File: config.mk
export PLATFORM = sky130hd
export DESIGN_NAME = div4b_seq
export DESIGN_NICKNAME = d
export VERILOG_FILES = /design/src/rtl/div4b_seq.sv
export SDC_FILE = /design/constraint.sdc
export NUM_CORES = 1
export LEC_CHECK = 0
export CORE_ASPECT_RATIO = 1.5
export CORE_UTILIZATION = 51
export DETAILED_ROUTE_END_ITERATION = 6
export PLACE_DENSITY = 0.78
export SLEW_MARGIN = 20
export SYNTH_ARGS = -nofsm -noshare
export SYNTH_HDL_FRONTEND = slang
export SYNTH_HIERARCHICAL = 1
export SYNTH_SLANG_ARGS = --single-unit
File: constraint.sdc
create_clock -name clock -period 3.2 [get_ports clock]
set_input_delay 0.32 -clock clock [delete_from_list [all_inputs] [get_ports clock]]
set_output_delay 0.32 -clock clock [all_outputs]
set_load 0.005 [all_outputs]
File: src/rtl/div4b_seq.sv
// div4b_seq: sequential 4-bit unsigned restoring divider (Q = A / B, R = A mod B).
// Uses one addsub4b in subtract mode as its only arithmetic unit. It has a
// start/done handshake, and B = 0 is flagged through div_zero.

// addsub4b: 4-bit adder/subtractor. add_sub=1 computes A - B as A + ~B + 1.
// In subtract mode, Co=1 means no borrow (A >= B).
module addsub4b (
    input  logic [3:0] A,
    input  logic [3:0] B,
    input  logic       add_sub,
    output logic [3:0] S,
    output logic       Co
);
    logic [3:0] b_eff;

    assign b_eff   = B ^ {4{add_sub}};
    assign {Co, S} = {1'b0, A} + {1'b0, b_eff} + {4'b0000, add_sub};
endmodule

module div4b_seq (
    input  logic       clock,
    input  logic       reset,
    input  logic       start,
    input  logic [3:0] A,
    input  logic [3:0] B,
    output logic [3:0] Q,
    output logic [3:0] R,
    output logic       busy,
    output logic       done,
    output logic       div_zero
);
    typedef enum logic [1:0] {
        IDLE = 2'd0,
        ITER = 2'd1,
        DONE = 2'd2
    } state_t;

    state_t     state_q, state_d;
    logic [3:0] ad_q, ad_d;
    logic [3:0] bd_q, bd_d;
    logic [3:0] q_q, q_d;
    logic [3:0] r_q, r_d;
    logic [1:0] cnt_q, cnt_d;
    logic       dz_q, dz_d;

    logic [3:0] p;
    logic [3:0] diff;
    logic       no_borrow;

    // Partial remainder shifted left, with the next dividend bit brought in.
    // R < Bd always holds, so R[3] is 0 and nothing is lost by the shift.
    assign p = {r_q[2:0], ad_q[cnt_q]};

    addsub4b u_sub (
        .A       (p),
        .B       (bd_q),
        .add_sub (1'b1),
        .S       (diff),
        .Co      (no_borrow)
    );

    // Next-state and datapath update for the accept / iterate / done sequence
    always_comb begin
        state_d = state_q;
        ad_d    = ad_q;
        bd_d    = bd_q;
        q_d     = q_q;
        r_d     = r_q;
        cnt_d   = cnt_q;
        dz_d    = dz_q;
        unique case (state_q)
            IDLE, DONE: begin
                state_d = IDLE;
                if (start) begin
                    ad_d = A;
                    bd_d = B;
                    q_d  = '0;
                    r_d  = '0;
                    dz_d = 1'b0;
                    if (B == 4'd0) begin
                        // Divide by zero: the result goes in directly and no iteration runs.
                        state_d = DONE;
                        q_d     = '1;
                        r_d     = A;
                        dz_d    = 1'b1;
                    end else begin
                        state_d = ITER;
                        cnt_d   = 2'd3;
                    end
                end
            end
            ITER: begin
                if (no_borrow) begin
                    r_d        = diff;
                    q_d[cnt_q] = 1'b1;
                end else begin
                    r_d        = p;
                    q_d[cnt_q] = 1'b0;
                end
                cnt_d = cnt_q - 2'd1;
                if (cnt_q == 2'd0) begin
                    state_d = DONE;
                end
            end
            default: state_d = IDLE;
        endcase
    end

    // State, operand, result and counter registers with async clear
    always_ff @(posedge clock or posedge reset) begin
        if (reset) begin
            state_q <= IDLE;
            ad_q    <= '0;
            bd_q    <= '0;
            q_q     <= '0;
            r_q     <= '0;
            cnt_q   <= '0;
            dz_q    <= 1'b0;
        end else begin
            state_q <= state_d;
            ad_q    <= ad_d;
            bd_q    <= bd_d;
            q_q     <= q_d;
            r_q     <= r_d;
            cnt_q   <= cnt_d;
            dz_q    <= dz_d;
        end
    end

    assign busy     = (state_q == ITER);
    assign done     = (state_q == DONE);
    assign Q        = q_q;
    assign R        = r_q;
    assign div_zero = dz_q;
endmodule

==> metrics.txt, run 1 <==
status finished clean; sequential share of the synthesized area 42.0%; remaining global-route overflow 0; clock buffer depth 2; CP startpoint kind register; Fin. Hold Viols 0; WP data arrival 2.95 ns; DRC 0; Overall Power 1.44 mW; synthesis-stage register bit count 21; HPWL Detailed 1.85 mm; Main synth FF type dfrtp_1; worst setup path category reg2reg; Setup crit end kind register; post_cts resized 0; final wirelength 2.39 mm; cell count after synthesis 137; Slew @ Worst Pin ~0.76 ns; max incr delay on CP 0.57 ns; Worst slew margin 49.4%; setup violators final 0; Core Area ~2300 um2; port bufs 21; CTS tree yes; DIE AREA 2660 um2; most frequent cells in the layout nand2_1, dfrtp_1, clkdlybuf4s50_1; Reg2Reg Setup Slack 0.42 ns; Worst EP required approximately 3.4 ns; Synth top area share 42.0%; starting density of the core between 50 and 60%; initial antenna violation count 0; Hold Crit Class in2async; first-pass GRT wire length between 4 and 5 mm; H-tree depth 1; most frequent CP cell a21oi_1; FFs w/ async S/R, synth 100%; commonest non-fill, non-tap cell in the layout nand2_1; Reg2Reg Launch Point cnt_q[1]; vias in the first global route 957; Die X 42.5 um; Synth Warn # 6; GRT Resource Usage Total between 15 and 20%; GR peak layer met2; nets 176; RSZ-0062 raised after global routing no; Vias a little under 1000; CP max stage cell mux4_2; cell area after synthesis 1250 um2; Mean Syn Cell Area 9.14 um2; top cells by area, synth dfrtp_1, nand2_1, ha_1; worst r2r dst R[3]; Worst VDD drop 0.000594 V; standard-cell rows 21; Antenna Cells 0; number of enable flip-flop cells after synthesis 0; minimum clock period 2.78 ns; remaining antenna violation count after routing 0; period utilization 86.8%; pin count of the biggest net entering global routing 22; I/O pins 22; maximum clock rate 0.360 GHz; GR Layer Usage met2 33.8%; Leakage 0.702 nW; WL/cell 13.3 um; clk_lat worst skew about 0.30 ns; height of the die 62.7 um; Reg clk slew, reported paths 0.11 ns; Area Overhead vs Synth 17.4%; clk sinks 21; Critical Path Fanout Max 8; delay-heaviest family, CP multiplexers; layout cells sized above 1 6.41%; crit path cell chain mux4_2 > mux2_4 > fa_1 > a21oi_1 > o21bai_1 > mux2i_1 > nor2_1 > a21oi_1 > o22ai_2; GR Layer Usage met1 24.6%; maxcap violations 0; P per Cell Area 978 nW/um2; drt via density 5.53; post-CTS setup buffers 0; Initial DRC Count 19; Synth cell types 34; TritonCTS Buffers 3; Setup Total Neg Slack 0 ns; root buf cell clkbuf_4; CP bufs+invs 0; gp weighted congestion 0.900; GR Util met3 roughly 2.6%; leading area contributor after synthesis dfrtp_1; Clock Skew 0.00469 ns; Max Slew Vio Count 0; DR pass1 iterations 4; # hold bufs at CTS 0; Worst R2R Path Depth 9
[how the worst max path moves through the flow]
stage                     startpoint    to  slack (ns)  cells past startpoint
final                       cnt_q[1]  R[3]        0.42                      9
after global routing        cnt_q[1]  R[3]        0.31                      9
after CTS                   cnt_q[1]  R[3]        0.45                      9
after detailed placement    cnt_q[1]  R[3]        0.46                      9
after global placement      cnt_q[1]  R[3]        0.58                      9
after floorplan             cnt_q[1]  R[3]        0.71                     10
[synthesized netlist by cell type (all sizes together), types with 2 or more instances]
cell type  number
dfrtp          21
nor2            6
o21ai           7
ha              7
buf             9
nand2b          2
a21oi           7
inv             7
xor2            5
nand4           2
mux2i           3
nand3          11
o22ai           2
nand2          33
a31oi           2
[per-layer routing]
| metal | wire length [um] | up-vias |
|---|---|---|
| met5 | 0 | - |
| li1 | - | 498 |
| met2 | 1270 | 15 |
| met4 | 19 | 0 |
| met3 | 49 | 2 |
| met1 | 1040 | 474 |
[metrics by stage]
stage                     utilization, %  hold WS (ns)  instances  cell area [um2]  setup slack (ns)
after floorplan                        -         0.297        140             1260             0.712
after global placement              63.2         0.470        175             1440             0.582
after detailed placement            63.2         0.474        175             1440             0.459
after CTS                           64.3         0.485        179             1470             0.454
after global routing                64.3         0.531        179             1470             0.308
final                               64.3         0.448        179             1470             0.421
[cell families (layout without fill, tap and decap cells)]
| family | Yosys count | count (layout) | synth area share, % |
|---|---|---|---|
| simple gates | 61 | 61 | 23.6 |
| flops | 21 | 21 | 42.0 |
| compound gates | 20 | 20 | 9.89 |
| buf+inv | 16 | 32 | 6.79 |
| fa+ha+maj | 8 | 8 | 8.59 |
| xor+xnor | 5 | 5 | 3.50 |
| mux | 5 | 5 | 5.39 |
| other cells | 1 | 4 | 0.299 |
[power breakdown]
| part | total, mW | internal, mW | switching [mW] |
|---|---|---|---|
| registers | 0.476 | 0.379 | 0.0967 |
| logic | 0.835 | 0.394 | 0.441 |
| clock network | 0.126 | 0.0485 | 0.0776 |
| total | 1.44 | 0.822 | 0.615 |
[cell type report]
class / instances / area (um2)
flip-flops and latches: 21 / 526
inverters: 7 / 26.3
clock buffers: 4 / 26.3
fillers: 191 / 816
repair buffers: 21 / 210
multi-input cells: 103 / 653
well taps: 23 / 28.8
No activity file was read; power rests on OpenSTA's default activity.
==> inputs of run 2 (changes only) <==
- CORE_UTILIZATION: 51 -> 50
- PLACE_DENSITY: 0.78 -> 0.77
- SYNTH_HIERARCHICAL: 1 -> default
==> run 2 against run 1 <==
Count of clock-buffer cells in the layout fell by 1. Synthesized cell count fell by 15%. Combinational power fell by 2.9%. Via count fell by 7.9%. First-iteration DRC count fell by 11%. Synthesized area fell by 7.8%. Highest routed layer unchanged. Sequential cell count did not move.
==> metrics.txt, run 2 <==
final wirelength 2.21 mm (-7.4%); layout cells sized above 1 7.30% (+0.89 points); post-CTS setup buffers 0 (unchanged); FFs w/ async S/R, synth 100% (unchanged); crit path cell chain mux4_2 > inv_1 > ha_1 > inv_1 > fa_1 > a21o_1 > a21oi_4 > mux2i_1 > mux2i_1; GRT Resource Usage Total 21.1% (+1.7 points); most common library cells after synthesis nand2_1, dfrtp_1, ha_1, inv_1, o21ai_0; initial antenna violation count 0 (unchanged); remaining global-route overflow 0 (unchanged); leading area contributor after synthesis dfrtp_1; Worst R2R Path Depth 9 (unchanged); Slew @ Worst Pin 0.801 ns (+0.0432 ns); remaining antenna violation count after routing 0 (unchanged); DR pass1 iterations 4 (unchanged); setup violators final 0 (unchanged); maxcap violations 0 (unchanged); standard-cell rows 21 (unchanged); I/O pins 22 (unchanged); register area 526 um2 (unchanged); Area Overhead vs Synth 20.3%; Setup Total Neg Slack 0 ns (unchanged); port bufs 21 (unchanged); Reg clk slew, reported paths 0.12 ns (about the same); Vias 911 (-7.9%); Antenna Cells 0 (unchanged); Max Slew Vio Count 0 (unchanged); height of the die 60.9 um (-2.9%); RSZ-0062 raised after global routing no; placed cell area 1360 um2 (-5.7%); H-tree depth 1 (unchanged); final worst setup slack 0.527 ns (+0.105 ns); Fin. Hold Viols 0 (unchanged); CP startpoint kind register; CP max stage cell mux4_2; clk sinks 21 (unchanged); Overall Power 1.43 mW (-0.86%); Synth cell types 34 (unchanged); CTS tree yes; HPWL Detailed 1.70 mm (-7.9%); Leakage 0.648 nW (-7.7%); Clock Skew 0.00674 ns (+0.00205 ns); period utilization 83.5% (-3.3 points); post-synthesis net count 137; Fill cells 205 (+7.3%); minimum clock period 2.67 ns (-0.105 ns); Worst VDD drop 0.000540 V (-9.0%); Synth Warn # 0 (-6); root buf cell clkbuf_4; DIE AREA 2510 um2 (-5.7%); worst setup path category reg2reg; Initial DRC Count 17 (-2); P per Cell Area 1030 nW/um2 (+5.0%); nets 158 (-10%); Critical Path Fanout Max 10 (+2); first-pass GRT wire length 3.64 mm (-10%); DRC 0 (unchanged); top-count cell post-synth nand2_1; Die X 41.2 um (-2.9%); post_cts resized 0 (unchanged); Worst slew margin 46.5% (-2.9 points); clk_lat worst skew 0.32 ns (+0.02 ns); Hold Crit Class in2async; status finished clean; gp weighted congestion 0.793 (-12%); Core Area 2210 um2 (-3.4%); worst r2r dst R[2]; cell area after synthesis 1150 um2 (-7.8%); max incr delay on CP 0.55 ns (-0.02 ns); WP data arrival 2.87 ns (-0.08 ns); worst slack at placement 0.563 ns (+0.104 ns); starting density of the core 52.3% (-2.5 points); # hold bufs at CTS 0 (unchanged); Final Instance Area 1390 um2 (-5.5%); number of enable flip-flop cells after synthesis 0 (unchanged); cell count after synthesis 117 (-15%); maximum clock rate 0.374 GHz (+3.9%); Reg2Reg Launch Point cnt_q[0]; delay-heaviest family, CP multiplexers; CP bufs+invs 2 (+2); vias in the first global route 856 (-11%); TritonCTS Buffers 3 (unchanged); multi-input logic area 563 um2 (-14%); Setup crit end kind register; synthesis-stage register bit count 21 (unchanged); most frequent cells in the layout nand2_1, dfrtp_1, clkdlybuf4s50_1; pin count of the biggest net entering global routing 22 (unchanged); top cells by area, synth dfrtp_1, ha_1, nand2_1; WL/cell 13.8 um (+3.6%); commonest non-fill, non-tap cell in the layout nand2_1; clock buffer depth 2 (unchanged); drt via density 5.69 (+3.1%); Mean Syn Cell Area 9.87 um2 (+8.0%); sequential share of the synthesized area 45.5% (+3.5 points); final hold slack 0.427 ns (-0.0218 ns); Reg2Reg Setup Slack 0.53 ns (+0.11 ns); Main synth FF type dfrtp_1; Worst EP required 3.40 ns (+0.02 ns); Synth top area share 45.5% (+3.5 points)
-- run 2: metal layers --
layer	share of wire (%)	track usage, %	vias to the layer above
li1	-	-	441
met2	51	34.4	27
met3	3.9	2.20	5
met4	2.2	8.29	0
met5	0	0	-
met1	43	27.9	438
-- run 2: worst max-delay path by stage --
stage | endpoint | start | slack [ns] | cells past startpoint
floorplan | R[1] | cnt_q[0] | 0.79 | 9
global placement | R[2] | cnt_q[0] | 0.66 | 9
detailed placement | R[2] | cnt_q[0] | 0.56 | 9
CTS | R[2] | cnt_q[0] | 0.53 | 9
global route | R[2] | cnt_q[0] | 0.41 | 9
finish | R[2] | cnt_q[0] | 0.53 | 9
-- run 2: kinds of logic (layout without fill, tap and decap cells) --
kind of cell               after synthesis  after routing  synth area share (%)
xor gates and xnor gates                 2              2                  1.52
adders and majority gates                9              9                  10.4
buffers and inverters                   14             34                  5.74
and+or+nand+nor                         39             39                  16.8
AOI/OAI and AO/OA                       28             28                  15.5
DFF                                     21             21                  45.5
muxes                                    4              4                  4.55
-- run 2: final cells by class --
| class | count | area share (%) |
|---|---|---|
| Sequential cell | 21 | 37.8 |
| Inverter | 9 | 2.43 |
| Multi-Input combinational cell | 82 | 40.5 |
| Clock buffer | 3 | 1.62 |
| Tap cell | 23 | 2.07 |
| Timing Repair Buffer | 21 | 15.1 |
| Clock inverter | 1 | 0.360 |
-- run 2: through the flow --
stage / cells / util [%]
detailed placement: 156 / 61.7
CTS: 160 / 62.9
finish: 160 / 62.9
global route: 160 / 62.9
floorplan: 117 / -
global placement: 156 / 61.7
-- run 2: power breakdown --
group	internal, mW	total [mW]	switching, mW
combinational	0.392	0.811	0.418
clock	0.0469	0.131	0.0846
sequential	0.388	0.483	0.0942
total	0.828	1.42	0.597
